File: src/rtl/mem_port_arbiter_if.sv
// Bundle of every signal between the memory-port arbiter, its two requesters
// (A = instruction fetch, B = data load/store) and the shared memory port.
// The arbiter connects through the master view; the environment uses slave.
interface mem_port_arbiter_if #(
   parameter int WORDSIZE = 64,
   parameter int ADDRSIZE = 64
);

   // Requester A
   logic                a_req;
   logic [ADDRSIZE-1:0] a_addr;
   logic [WORDSIZE-1:0] a_wdata;
   logic                a_we;
   logic                a_ack;
   logic [WORDSIZE-1:0] a_rdata;

   // Requester B
   logic                b_req;
   logic [ADDRSIZE-1:0] b_addr;
   logic [WORDSIZE-1:0] b_wdata;
   logic                b_we;
   logic                b_ack;
   logic [WORDSIZE-1:0] b_rdata;

   // Shared memory port and bus-steering select (0 = A, 1 = B)
   logic                mem_req;
   logic [ADDRSIZE-1:0] mem_addr;
   logic [WORDSIZE-1:0] mem_wdata;
   logic                mem_we;
   logic                mem_ready;
   logic [WORDSIZE-1:0] mem_rdata;
   logic                sel;

   modport master (
      input  a_req, a_addr, a_wdata, a_we,
      output a_ack, a_rdata,
      input  b_req, b_addr, b_wdata, b_we,
      output b_ack, b_rdata,
      output mem_req, mem_addr, mem_wdata, mem_we, sel,
      input  mem_ready, mem_rdata
   );

   modport slave (
      output a_req, a_addr, a_wdata, a_we,
      input  a_ack, a_rdata,
      output b_req, b_addr, b_wdata, b_we,
      input  b_ack, b_rdata,
      input  mem_req, mem_addr, mem_wdata, mem_we, sel,
      output mem_ready, mem_rdata
   );

endinterface

File: src/rtl/mem_port_arbiter.sv
// Round-robin arbiter sharing one memory port between an instruction-fetch
// requester (A) and a data requester (B). One transaction at a time; every
// output is a register. A transaction walks IDLE -> BUSY_x -> ACK -> IDLE,
// so back-to-back requests from both ports alternate A, B, A, B.
module mem_port_arbiter #(
   parameter int WORDSIZE = 64,
   parameter int ADDRSIZE = 64
) (
   input logic                clk,
   input logic                reset,
   mem_port_arbiter_if.master bus
);

   typedef enum logic [1:0] {
      IDLE,
      BUSY_A,
      BUSY_B,
      ACK
   } state_t;

   typedef enum logic {
      PORT_A = 1'b0,
      PORT_B = 1'b1
   } port_t;

   // Control state
   state_t              r_state;
   state_t              w_state_nxt;
   port_t               r_last_grant;
   port_t               w_last_grant_nxt;

   // Registered outputs and their next values
   logic                r_mem_req,   w_mem_req_nxt;
   logic [ADDRSIZE-1:0] r_mem_addr,  w_mem_addr_nxt;
   logic [WORDSIZE-1:0] r_mem_wdata, w_mem_wdata_nxt;
   logic                r_mem_we,    w_mem_we_nxt;
   logic                r_sel,       w_sel_nxt;
   logic                r_a_ack,     w_a_ack_nxt;
   logic                r_b_ack,     w_b_ack_nxt;
   logic [WORDSIZE-1:0] r_a_rdata,   w_a_rdata_nxt;
   logic [WORDSIZE-1:0] r_b_rdata,   w_b_rdata_nxt;

   // Arbitration decision and the selected requester's transaction fields
   logic                w_any_req;
   logic                w_grant_b;
   logic [ADDRSIZE-1:0] w_req_addr;
   logic [WORDSIZE-1:0] w_req_wdata;
   logic                w_req_we;

   // Pick the winner: a lone requester wins; on a tie the port that was
   // not served last wins, which gives strict alternation under load.
   always_comb begin
      w_any_req   = bus.a_req | bus.b_req;
      w_grant_b   = bus.b_req & (~bus.a_req | (r_last_grant == PORT_A));
      w_req_addr  = w_grant_b ? bus.b_addr  : bus.a_addr;
      w_req_wdata = w_grant_b ? bus.b_wdata : bus.a_wdata;
      w_req_we    = w_grant_b ? bus.b_we    : bus.a_we;
   end

   // Next-state and next-output logic of the transaction FSM.
   always_comb begin
      // NOTE: every signal gets a hold-value default before the case so
      // that no path leaves a signal unassigned and no latch is inferred.
      w_state_nxt      = r_state;
      w_last_grant_nxt = r_last_grant;
      w_mem_req_nxt    = r_mem_req;
      w_mem_addr_nxt   = r_mem_addr;
      w_mem_wdata_nxt  = r_mem_wdata;
      w_mem_we_nxt     = r_mem_we;
      w_sel_nxt        = r_sel;
      w_a_ack_nxt      = r_a_ack;
      w_b_ack_nxt      = r_b_ack;
      w_a_rdata_nxt    = r_a_rdata;
      w_b_rdata_nxt    = r_b_rdata;

      case (r_state)
         IDLE: begin
            // mem_ready is meaningless here: nothing is outstanding.
            if (w_any_req) begin
               w_mem_req_nxt   = 1'b1;
               w_mem_addr_nxt  = w_req_addr;
               w_mem_wdata_nxt = w_req_wdata;
               w_mem_we_nxt    = w_req_we;
               w_sel_nxt       = w_grant_b;
               w_state_nxt     = w_grant_b ? BUSY_B : BUSY_A;
            end
         end

         BUSY_A, BUSY_B: begin
            // Address/data/select stay frozen from the grant; requester
            // inputs (including a dropped req) are not looked at again.
            if (bus.mem_ready) begin
               w_mem_req_nxt = 1'b0;
               w_state_nxt   = ACK;
               if (r_state == BUSY_B) begin
                  w_b_ack_nxt      = 1'b1;
                  w_last_grant_nxt = PORT_B;
                  if (!r_mem_we) begin
                     w_b_rdata_nxt = bus.mem_rdata;
                  end
               end else begin
                  w_a_ack_nxt      = 1'b1;
                  w_last_grant_nxt = PORT_A;
                  if (!r_mem_we) begin
                     w_a_rdata_nxt = bus.mem_rdata;
                  end
               end
            end
         end

         ACK: begin
            // Single cycle in which the ack is visible; requests wait.
            w_a_ack_nxt = 1'b0;
            w_b_ack_nxt = 1'b0;
            w_state_nxt = IDLE;
         end

         default: begin
            w_state_nxt = IDLE;
         end
      endcase
   end

   // State and round-robin pointer; after reset B counts as last served so
   // A wins the first tie.
   always_ff @(posedge clk) begin
      // NOTE: sequential state uses non-blocking assignments so every
      // register samples pre-edge values regardless of block ordering.
      if (reset) begin
         r_state      <= IDLE;
         r_last_grant <= PORT_B;
      end else begin
         r_state      <= w_state_nxt;
         r_last_grant <= w_last_grant_nxt;
      end
   end

   // Output registers; reset clears everything, including read data, and
   // abandons any transaction in flight without an ack.
   always_ff @(posedge clk) begin
      if (reset) begin
         r_mem_req   <= 1'b0;
         r_mem_addr  <= '0;
         r_mem_wdata <= '0;
         r_mem_we    <= 1'b0;
         r_sel       <= 1'b0;
         r_a_ack     <= 1'b0;
         r_b_ack     <= 1'b0;
         r_a_rdata   <= '0;
         r_b_rdata   <= '0;
      end else begin
         r_mem_req   <= w_mem_req_nxt;
         r_mem_addr  <= w_mem_addr_nxt;
         r_mem_wdata <= w_mem_wdata_nxt;
         r_mem_we    <= w_mem_we_nxt;
         r_sel       <= w_sel_nxt;
         r_a_ack     <= w_a_ack_nxt;
         r_b_ack     <= w_b_ack_nxt;
         r_a_rdata   <= w_a_rdata_nxt;
         r_b_rdata   <= w_b_rdata_nxt;
      end
   end

   assign bus.mem_req   = r_mem_req;
   assign bus.mem_addr  = r_mem_addr;
   assign bus.mem_wdata = r_mem_wdata;
   assign bus.mem_we    = r_mem_we;
   assign bus.sel       = r_sel;
   assign bus.a_ack     = r_a_ack;
   assign bus.b_ack     = r_b_ack;
   assign bus.a_rdata   = r_a_rdata;
   assign bus.b_rdata   = r_b_rdata;

endmodule

File: src/flat_wrapper.sv
// flat-port wrapper written by rule: the top's interface ports become plain ports
module mem_port_arbiter_flat 
#(
   parameter int WORDSIZE = 64,
   parameter int ADDRSIZE = 64
)
  (clk, reset, bus_a_req, bus_a_addr, bus_a_wdata, bus_a_we, bus_a_ack, bus_a_rdata, bus_b_req, bus_b_addr, bus_b_wdata, bus_b_we, bus_b_ack, bus_b_rdata, bus_mem_req, bus_mem_addr, bus_mem_wdata, bus_mem_we, bus_sel, bus_mem_ready, bus_mem_rdata);
  mem_port_arbiter_if #(.WORDSIZE(WORDSIZE), .ADDRSIZE(ADDRSIZE)) bus_i ();
  input logic clk;
  input logic reset;
  input wire logic [$bits(bus_i.a_req)-1:0] bus_a_req;
  input wire logic [$bits(bus_i.a_addr)-1:0] bus_a_addr;
  input wire logic [$bits(bus_i.a_wdata)-1:0] bus_a_wdata;
  input wire logic [$bits(bus_i.a_we)-1:0] bus_a_we;
  output wire logic [$bits(bus_i.a_ack)-1:0] bus_a_ack;
  output wire logic [$bits(bus_i.a_rdata)-1:0] bus_a_rdata;
  input wire logic [$bits(bus_i.b_req)-1:0] bus_b_req;
  input wire logic [$bits(bus_i.b_addr)-1:0] bus_b_addr;
  input wire logic [$bits(bus_i.b_wdata)-1:0] bus_b_wdata;
  input wire logic [$bits(bus_i.b_we)-1:0] bus_b_we;
  output wire logic [$bits(bus_i.b_ack)-1:0] bus_b_ack;
  output wire logic [$bits(bus_i.b_rdata)-1:0] bus_b_rdata;
  output wire logic [$bits(bus_i.mem_req)-1:0] bus_mem_req;
  output wire logic [$bits(bus_i.mem_addr)-1:0] bus_mem_addr;
  output wire logic [$bits(bus_i.mem_wdata)-1:0] bus_mem_wdata;
  output wire logic [$bits(bus_i.mem_we)-1:0] bus_mem_we;
  output wire logic [$bits(bus_i.sel)-1:0] bus_sel;
  input wire logic [$bits(bus_i.mem_ready)-1:0] bus_mem_ready;
  input wire logic [$bits(bus_i.mem_rdata)-1:0] bus_mem_rdata;
  assign bus_i.a_req = bus_a_req;
  assign bus_i.a_addr = bus_a_addr;
  assign bus_i.a_wdata = bus_a_wdata;
  assign bus_i.a_we = bus_a_we;
  assign bus_a_ack = bus_i.a_ack;
  assign bus_a_rdata = bus_i.a_rdata;
  assign bus_i.b_req = bus_b_req;
  assign bus_i.b_addr = bus_b_addr;
  assign bus_i.b_wdata = bus_b_wdata;
  assign bus_i.b_we = bus_b_we;
  assign bus_b_ack = bus_i.b_ack;
  assign bus_b_rdata = bus_i.b_rdata;
  assign bus_mem_req = bus_i.mem_req;
  assign bus_mem_addr = bus_i.mem_addr;
  assign bus_mem_wdata = bus_i.mem_wdata;
  assign bus_mem_we = bus_i.mem_we;
  assign bus_sel = bus_i.sel;
  assign bus_i.mem_ready = bus_mem_ready;
  assign bus_i.mem_rdata = bus_mem_rdata;
  mem_port_arbiter #(.WORDSIZE(WORDSIZE), .ADDRSIZE(ADDRSIZE)) u_core (.clk(clk), .reset(reset), .bus(bus_i));
endmodule
File: config.mk
export PLATFORM = sky130hd
export DESIGN_NAME = mem_port_arbiter_flat
export DESIGN_NICKNAME = d
export VERILOG_FILES = /design/src/rtl/mem_port_arbiter_if.sv /design/src/rtl/mem_port_arbiter.sv /design/src/flat_wrapper.sv
export SDC_FILE = /design/constraint.sdc
export NUM_CORES = 1
export LEC_CHECK = 0
export CAP_MARGIN = 20
export CORE_AREA = 3 3 230 232
export DETAILED_ROUTE_END_ITERATION = 16
export DIE_AREA = 0 0 233 235
export GPL_ROUTABILITY_DRIVEN = 1
export SLEW_MARGIN = 0
export SYNTH_ARGS = -nofsm -noshare
export SYNTH_HDL_FRONTEND = slang
export SYNTH_SLANG_ARGS = --single-unit
File: constraint.sdc
create_clock -name clk -period 3.7 [get_ports clk]
set_input_delay 0.74 -clock clk [delete_from_list [all_inputs] [get_ports clk]]
set_output_delay 0.74 -clock clk [all_outputs]
set_load 0.05 [all_outputs]
**Word level (Yosys, flattened, before mapping)**

Index checks and enable logic that the tools add are counted.

- Bitwise gates (word level): 7
- Equal/unequal tests: 7
- Reductions and logical operators: 12
- Mux-type cells: 17

Operators with widths:

| kind | number |
|---|---|
| 64-bit two-way mux | 2 |
| 3-bit AND reduction | 3 |
| 1-bit two-way mux | 8 |
| 4-bit AND reduction | 2 |
| 2-bit two-way mux | 3 |
| 1-bit one-hot mux with 2 select lines | 3 |
| 2-bit one-hot mux with 3 select lines | 1 |
| 2-bit AND reduction | 3 |
| 2-bit equality test (second input constant) | 2 |
| 2-bit by 1-bit inequality test with 1-bit output (second input constant) | 2 |
| 2-bit inequality test (second input constant) | 2 |
| 1-bit inverter | 4 |
| 2-bit nonzero test | 2 |
| 2-bit by 1-bit equality test with 1-bit output (second input constant) | 1 |
| 2-bit zero test | 1 |
| 1-bit OR | 2 |
| 2-bit OR reduction | 1 |
| 1-bit bitwise AND | 1 |

- Output and inout port bits: 261
- Word-level logic and storage cells: 54
- Flip-flop bits (word level): 264
- Input port bits: 327

**Logic depth before layout (Yosys ltp)**

Gate-level depths: netlist (run 1).

- Word-level depth: 6
- Depth in mapped cells: 7
- Mapped depth without buffers: 5

**Least setup slack after synthesis (run 1)**

OpenSTA, ideal clock, no wires.

- Kind: input -> register
- From: input port bus_mem_ready
- To: register u_core.r_b_rdata[12] (netlist: u_core.bus.b_rdata[12])
- Cell stages on the path: 6
- Library setup time: 0.070 ns
- Setup slack: 1.972 ns
- Arrival: 1.658 ns
- Buffers on the path: 3
- Required time: 3.630 ns
- Cell sequence: buf_2 -> and3b_1 -> buf_2 -> buf_1 -> nand2_1 -> a21oi_1

- Longest elaborated chain between the ends: 1

Ends and longest elaborated chain:

| what | line | RTL |
|---|---|---|
| from (decl) | flat_wrapper.sv:28 | `input wire logic [$bits(bus_i.mem_ready)-1:0] bus_mem_ready;` |
| 4-bit AND reduction (no line) | -- |  |
| to (signal assigned) | mem_port_arbiter.sv:160 | `r_b_rdata <= w_b_rdata_nxt;` |
| to (decl) | mem_port_arbiter.sv:41 | `logic [WORDSIZE-1:0] r_b_rdata, w_b_rdata_nxt;` |

Every way passes these cells.
A chain may end at the register's enable or synchronous reset.

**Worst setup path after layout (run 1)**

- From: register u_core.r_mem_wdata[28] (netlist: u_core.bus.mem_wdata[28])
- To: output port bus_mem_wdata[28]

RTL lines:

| what | line | RTL |
|---|---|---|
| from (decl) | mem_port_arbiter.sv:35 | `logic [WORDSIZE-1:0] r_mem_wdata, w_mem_wdata_nxt;` |
| from (signal assigned) | mem_port_arbiter.sv:154 | `r_mem_wdata <= w_mem_wdata_nxt;` |
| to (decl) | flat_wrapper.sv:25 | `output wire logic [$bits(bus_i.mem_wdata)-1:0] bus_mem_wdata;` |

No word-level cell between the ends.

==> results of run 1 <==
state kept, by name, indices dropped and copies added (netlist names):
register,cells
u_core.bus.b_rdata,64
u_core.bus.mem_req,1
u_core.bus.a_rdata,64
u_core.bus.mem_we,1
u_core.bus.mem_wdata,64
u_core.bus.mem_addr,64
u_core.bus.sel,1
u_core.r_state,2
u_core.bus.b_ack,1
u_core.bus.a_ack,1
u_core.r_last_grant,1
per-stage QoR:
stage | area (sq um) | std cells | hold slack (ns) | setup slack, ns | util (%)
global placement | 16800 | 2488 | 0.441 | 1.03 | 32.8
floorplan | 10300 | 1317 | 0.484 | 1.97 | -
global route | 17800 | 2544 | 0.471 | 0.904 | 34.8
CTS | 17800 | 2544 | 0.454 | 0.924 | 34.8
detailed placement | 16800 | 2488 | 0.446 | 0.999 | 32.8
finish | 17800 | 2545 | 0.452 | 0.987 | 34.8
tightest hold or removal path: stages, from the launching register on:
cell and delay [ns]:
dfxtp_1 0.31, nand2_1 0.05, a21oi_1 0.05
final timing paths:
kind                             from                      to
max          u_core.bus.mem_wdata[28]       bus_mem_wdata[28]
min            u_core.bus.b_rdata[12]  u_core.bus.b_rdata[12]
max reg2reg         u_core.r_state[0]   u_core.bus.a_rdata[1]
min reg2reg    u_core.bus.b_rdata[12]  u_core.bus.b_rdata[12]
where the power goes:
| group | switching [mW] | total (mW) | internal, mW |
|---|---|---|---|
| clock | 1.20 | 3.08 | 1.88 |
| combinational | 5.14 | 7.62 | 2.49 |
| sequential | 0.461 | 4.11 | 3.65 |
| total | 6.80 | 14.8 | 8.02 |
metal layers:
metal / global-route usage [%] / vias up
met5: 0 / -
met4: 7.60 / 6
met3: 4.81 / 81
met2: 26.7 / 445
met1: 16.6 / 5201
li1: - / 5501
cell families after synthesis:
kind of cell,count (synthesis),synth area share [%]
simple gates,528,19.7
compound gates,404,23.2
flops,264,51.3
buf+inv,116,5.15
fa+ha+maj,5,0.608
cell type report:
cell class,count,area [sq um],area share (%)
antenna,1,2.50,0.0140
clock inverter,9,100,0.561
multi-input combinational,937,4530,25.4
inverter,2,7.51,0.0421
clock buffer,47,946,5.30
tap,680,851,4.77
timing repair buffer,605,6110,34.3
sequential,264,5290,29.6
cells in the mapped netlist:
cell	count	area (sq um)
a22oi_1	1	7.51
dfxtp_1	264	5290
nand2b_1	1	6.26
or3b_2	1	8.76
inv_1	2	7.51
a311oi_1	1	8.76
a2111o_1	1	11.3
o21ai_0	1	5.00
buf_4	9	67.6
o31ai_1	2	15.0
and4bb_2	1	12.5
nor3b_1	1	7.51
a221oi_1	1	8.76
o21ai_1	1	5.00
a211oi_1	129	968
buf_1	5	18.8
nand2_1	386	1450
a21oi_1	262	1310
or4_1	2	15.0
buf_2	49	245
a21bo_2	1	10.0
nor3_1	1	5.00
and3b_1	1	8.76
a21boi_2	1	11.3
o21a_1	1	7.51
a311o_1	1	10.0
clkbuf_1	51	191
ha_1	5	62.6
nor2_1	131	492
nor2b_1	1	6.26
nand3b_1	1	7.51
a21boi_0	1	7.51
nand4bb_1	1	11.3
cells in the final DEF, fill, tap and decap left out, types with 2 or more instances in the layout:
master	instances
ha_1	5
clkdlybuf4s50_1	586
or4_1	2
a21oi_1	262
clkbuf_16	31
bufinv_16	2
a211oi_1	129
o31ai_1	2
buf_12	8
clkinv_2	5
buf_4	10
clkbuf_8	12
clkinvlp_4	2
dfxtp_1	264
nand2_1	386
nor2_1	131
inv_1	2
clkbuf_1	5
==> results.sh, run 1 <==
export IMPL_nets=2172
export IMPL_cts_hold_buffers=0
export IMPL_worstPathRequired_ns=2.96
export IMPL_vias_per_cell=4.41
export IMPL_cts_root_buf="clkbuf_16"
export IMPL_clock_skew_ns=0.00703
export IMPL_grt_pass1_wl_microns=65900
export IMPL_syn_num_nets=1649
export IMPL_setup_violations=0
export IMPL_ys_warn_count=0
export IMPL_core_region_area_sq_um=51200
export IMPL_dieArea_sq_um=54800
export IMPL_cts_setup_buffers=0
export IMPL_area_growth_pct=73.3
export IMPL_drt_wl_total_microns=45000
export IMPL_drt_met1_wl_microns=16900
export IMPL_grt_setup_unrepaired="no"
export IMPL_fp_dieH_microns=235
export IMPL_clk_path_buf_depth=3
export IMPL_antenna_found_initial=3
export IMPL_fill_cells=5344
export IMPL_top_layer="met5"
export IMPL_htree_levels=1
export IMPL_r2r_setup_slack_ns=1.63
export IMPL_cts_tree="done"
export IMPL_drive_gt1_share_pct=4.18
export IMPL_crit_type="flip-flop to primary output"
export IMPL_path_delay_family="buffers and inverters"
export IMPL_cp_num_buf_inv=1
export IMPL_slew_headroom_pct=41.5
export IMPL_die_w_microns=233
export IMPL_slew_viol_final=0
export IMPL_clkLatencyLatePin_ns=0.56
export IMPL_drt_iter0_drc=434
export IMPL_num_vias=11234
export IMPL_ctsResizeCount=0
export IMPL_synth_seq_cells=264
export IMPL_cts_made_buffers=30
export IMPL_timing_final_crit_period_ns=2.71
export IMPL_clk_pin_slew_ns=0.06
export IMPL_synthCells=1317
export IMPL_cp_start_kind="flip-flop"
export IMPL_cp_slowest_stage_delay_ns=1.07
export IMPL_status="complete, no violations"
export IMPL_ys_seq_area_share_pct=51.3
export IMPL_io_buffers=587
export IMPL_hold_violations=0
export IMPL_powerDensity_nw_per_um2=831
export IMPL_cp_data_arrival_time_ns=1.97
export IMPL_path_cells="clkdlybuf4s50_1"
export IMPL_grt_max_degree=116
export IMPL_min_period_over_period_pct=73.3
export IMPL_initial_core_util_pct=20.1
export IMPL_grt_pass1_vias=10929
export IMPL_synth_area_sq_um=10300
export IMPL_fmax_ghz=0.369
export IMPL_wl_met3_microns=4220
export IMPL_dr_wl_met2_microns=21600
export IMPL_cap_violations=0
export IMPL_worst_path_max_fanout=2
export IMPL_track_usage_pct=15.3
export IMPL_dp_hpwl_microns=33900
export IMPL_finalSetupTns_ns=0
export IMPL_drc=0
export IMPL_slowest_stage="clkdlybuf4s50_1"
export IMPL_leakage_nw=6.47
export IMPL_cts_sinks=264
export IMPL_critPathCaptureType="primary output"
export IMPL_gp_congestion=0.887
export IMPL_drtAntennaViolNets=0
export IMPL_tightest_slew_ns=0.875
export IMPL_total_power_mw=14.8
export IMPL_drtPass1Iterations=4
export IMPL_hp_class="flip-flop to flip-flop"
export IMPL_wl_per_cell_microns=17.7
export IMPL_vdd_drop_max_mv=0.353
export IMPL_yosysUniqueCellTypes=33
export IMPL_worstHoldPathCells=2
export IMPL_reg2reg_depth=6
export IMPL_cp_depth=1
export IMPL_syn_area_per_cell_sq_um=7.82
export IMPL_ios=588
export IMPL_row_count=83
export IMPL_grt_overflow_total=0
(Power assumes the default switching activity.)
==> run 2, diff against run 1 <==
--- a/config.mk
+++ b/config.mk
@@ -6,9 +6,9 @@
 export NUM_CORES = 1
 export LEC_CHECK = 0
 export CAP_MARGIN = 20
-export CORE_AREA = 3 3 230 232
+export CORE_AREA = 3 3 226 228
 export DETAILED_ROUTE_END_ITERATION = 16
-export DIE_AREA = 0 0 233 235
+export DIE_AREA = 0 0 229 231
 export GPL_ROUTABILITY_DRIVEN = 1
 export SLEW_MARGIN = 0
 export SYNTH_ARGS = -nofsm -noshare
==> constraint.sdc (replaced) <==
create_clock -name clk -period 2.7 [get_ports clk]
set_input_delay 0.54 -clock clk [delete_from_list [all_inputs] [get_ports clk]]
set_output_delay 0.54 -clock clk [all_outputs]
set_load 0.05 [all_outputs]
==> run 2 against run 1 <==
Net effect: combinational power is 42% higher; global-route usage is 0.85 points higher; critical endpoint is now bus_mem_we; sequential share of layout area is 0.44 points lower; largest cell class unchanged; final cell count is 0.67% higher; core utilization is 2.1 points higher; critical path depth stayed put; hold slack hardly changed; flip-flop and latch count stayed put; largest power group unchanged; non-clock buffer count is 39 higher.
==> results.sh, run 2 (same netlist as run 1, synthesis figures left out) <==
export IMPL_slew_viol_final=0
export IMPL_initial_core_util_pct=21.0
export IMPL_worstHoldStart="u_core.bus.b_rdata[9]"
export IMPL_place_ws_ns=0.264
export IMPL_io_buffers=587
export IMPL_final_core_util_pct=36.9
export IMPL_total_power_mw=20.4
export IMPL_drive_gt1_share_pct=6.01
export IMPL_slowest_stage="clkdlybuf4s50_1"
export IMPL_fmax_ghz=0.411
export IMPL_tightest_slew_ns=0.760
export IMPL_cts_root_buf="clkbuf_16"
export IMPL_grt_pass1_wl_microns=67800
export IMPL_dpl_instance_area_sq_um=17200
export IMPL_wl_per_cell_microns=17.8
export IMPL_gp_congestion=0.868
export IMPL_num_vias=11416
export IMPL_cts_setup_buffers=0
export IMPL_min_period_over_period_pct=90.1
export IMPL_vias_per_cell=4.46
export IMPL_reg2reg_from="u_core.r_state[1]"
export IMPL_core_region_area_sq_um=49100
export IMPL_clk_pin_slew_ns=0.06
export IMPL_ctsResizeCount=0
export IMPL_mostFrequentLayoutCell="clkdlybuf4s50_1"
export IMPL_dieArea_sq_um=52900
export IMPL_seq_power_share_pct=27.5
export IMPL_r2r_setup_slack_ns=0.61
export IMPL_clock_skew_ns=0.0161
export IMPL_leakage_nw=6.65
export IMPL_slew_headroom_pct=49.2
export IMPL_setup_slack_ns=0.268
export IMPL_clkPwrFrac_pct=19.5
export IMPL_cts_tree="done"
export IMPL_cp_start_kind="flip-flop"
export IMPL_grt_setup_unrepaired="no"
export IMPL_path_cells="clkdlybuf4s50_1"
export IMPL_intPower_mw=11.1
export IMPL_clk_path_buf_depth=3
export IMPL_drt_wl_total_microns=45500
export IMPL_post_route_cell_area_sq_um=18100
export IMPL_setup_violations=0
export IMPL_hold_path_end="u_core.bus.b_rdata[9]"
export IMPL_drc=0
export IMPL_powerDensity_nw_per_um2=1130
export IMPL_vdd_drop_max_mv=0.538
export IMPL_fp_dieH_microns=231
export IMPL_status="complete, no violations"
export IMPL_ios=588
export IMPL_cp_data_arrival_time_ns=1.89
export IMPL_crit_type="flip-flop to primary output"
export IMPL_cts_sinks=264
export IMPL_cp_depth=1
export IMPL_drt_iter0_drc=477
export IMPL_cap_violations=0
export IMPL_mostFrequentLayoutCells="578 x clkdlybuf4s50_1, 386 x nand2_1, 264 x dfxtp_1"
export IMPL_grt_pass1_vias=11376
export IMPL_nets=2211
export IMPL_cp_num_buf_inv=1
export IMPL_cp_slowest_stage_delay_ns=0.90
export IMPL_worst_path_max_fanout=6
export IMPL_worstPathRequired_ns=2.16
export IMPL_die_w_microns=229
export IMPL_cts_hold_buffers=0
export IMPL_cts_made_buffers=30
export IMPL_finalSetupTns_ns=0
export IMPL_p_switching_mw=9.35
export IMPL_worstHoldPathCells=2
export IMPL_grt_overflow_total=0
export IMPL_drtAntennaViolNets=0
export IMPL_row_count=81
export IMPL_hold_violations=0
export IMPL_htree_levels=1
export IMPL_sw_frac_of_total_pct=45.8
export IMPL_reg2reg_depth=6
export IMPL_critPathCaptureType="primary output"
export IMPL_path_delay_family="buffers and inverters"
export IMPL_area_growth_pct=75.8
export IMPL_drtPass1Iterations=5
export IMPL_reg2reg_to="u_core.bus.a_rdata[60]"
export IMPL_combinationalPowerShare_pct=53.0
export IMPL_dp_hpwl_microns=34600
export IMPL_hp_class="flip-flop to flip-flop"
export IMPL_antenna_found_initial=6
export IMPL_clkLatencyLatePin_ns=0.56
export IMPL_track_usage_pct=16.2
export IMPL_grt_max_degree=65
export IMPL_timing_final_crit_period_ns=2.43
-- run 2: power by group through the flow --
stage | clock network (mW) | logic (mW) | registers [mW]
after global routing | 4.27 | 11.5 | 5.75
after detailed placement | 0 | 10.9 | 5.70
final | 3.98 | 10.8 | 5.62
after floorplan | 0 | 3.01 | 9.28
after CTS | 4.11 | 10.9 | 5.63
after global placement | 0 | 10.9 | 5.66
-- run 2: worst max path at each step --
stage	slack, ns	startpoint	endpoint
6_report	0.27	u_core.bus.mem_we	bus_mem_we
5_1_grt	0.20	u_core.bus.mem_we	bus_mem_we
4_1_cts	0.23	u_core.bus.mem_wdata[54]	bus_mem_wdata[54]
3_5_place_dp	0.26	bus_a_req	u_core.bus.mem_wdata[50]
3_3_place_gp	0.29	bus_a_req	u_core.bus.mem_wdata[62]
2_1_floorplan	1.07	u_core.r_state[0]	u_core.bus.a_rdata[10]
-- run 2: metal layers --
layer  vias up  track usage [%]  share of wire (%)
li1       5574                -                  -
met1      5274             18.1                 38
met2       493             28.1                 48
met3        69             6.19                 10
met4         6             5.57                3.4
met5         -                0              0.079
-- run 2: stage by stage --
| stage | instances | hold slack [ns] |
|---|---|---|
| 6_report | 2562 | 0.452 |
| 5_1_grt | 2562 | 0.471 |
| 4_1_cts | 2561 | 0.454 |
| 3_5_place_dp | 2511 | 0.446 |
| 3_3_place_gp | 2511 | 0.441 |
| 2_1_floorplan | 1317 | 0.484 |
-- run 2: area by class of cell --
| type | instances | area, sq um |
|---|---|---|
| antenna | 1 | 2.50 |
| clock buffer | 48 | 910 |
| clock inverter | 2 | 37.5 |
| fill | 5096 | 30900 |
| inverter | 2 | 7.51 |
| multi-input combinational | 937 | 4530 |
| sequential | 264 | 5290 |
| tap | 664 | 831 |
| timing repair buffer | 644 | 6500 |
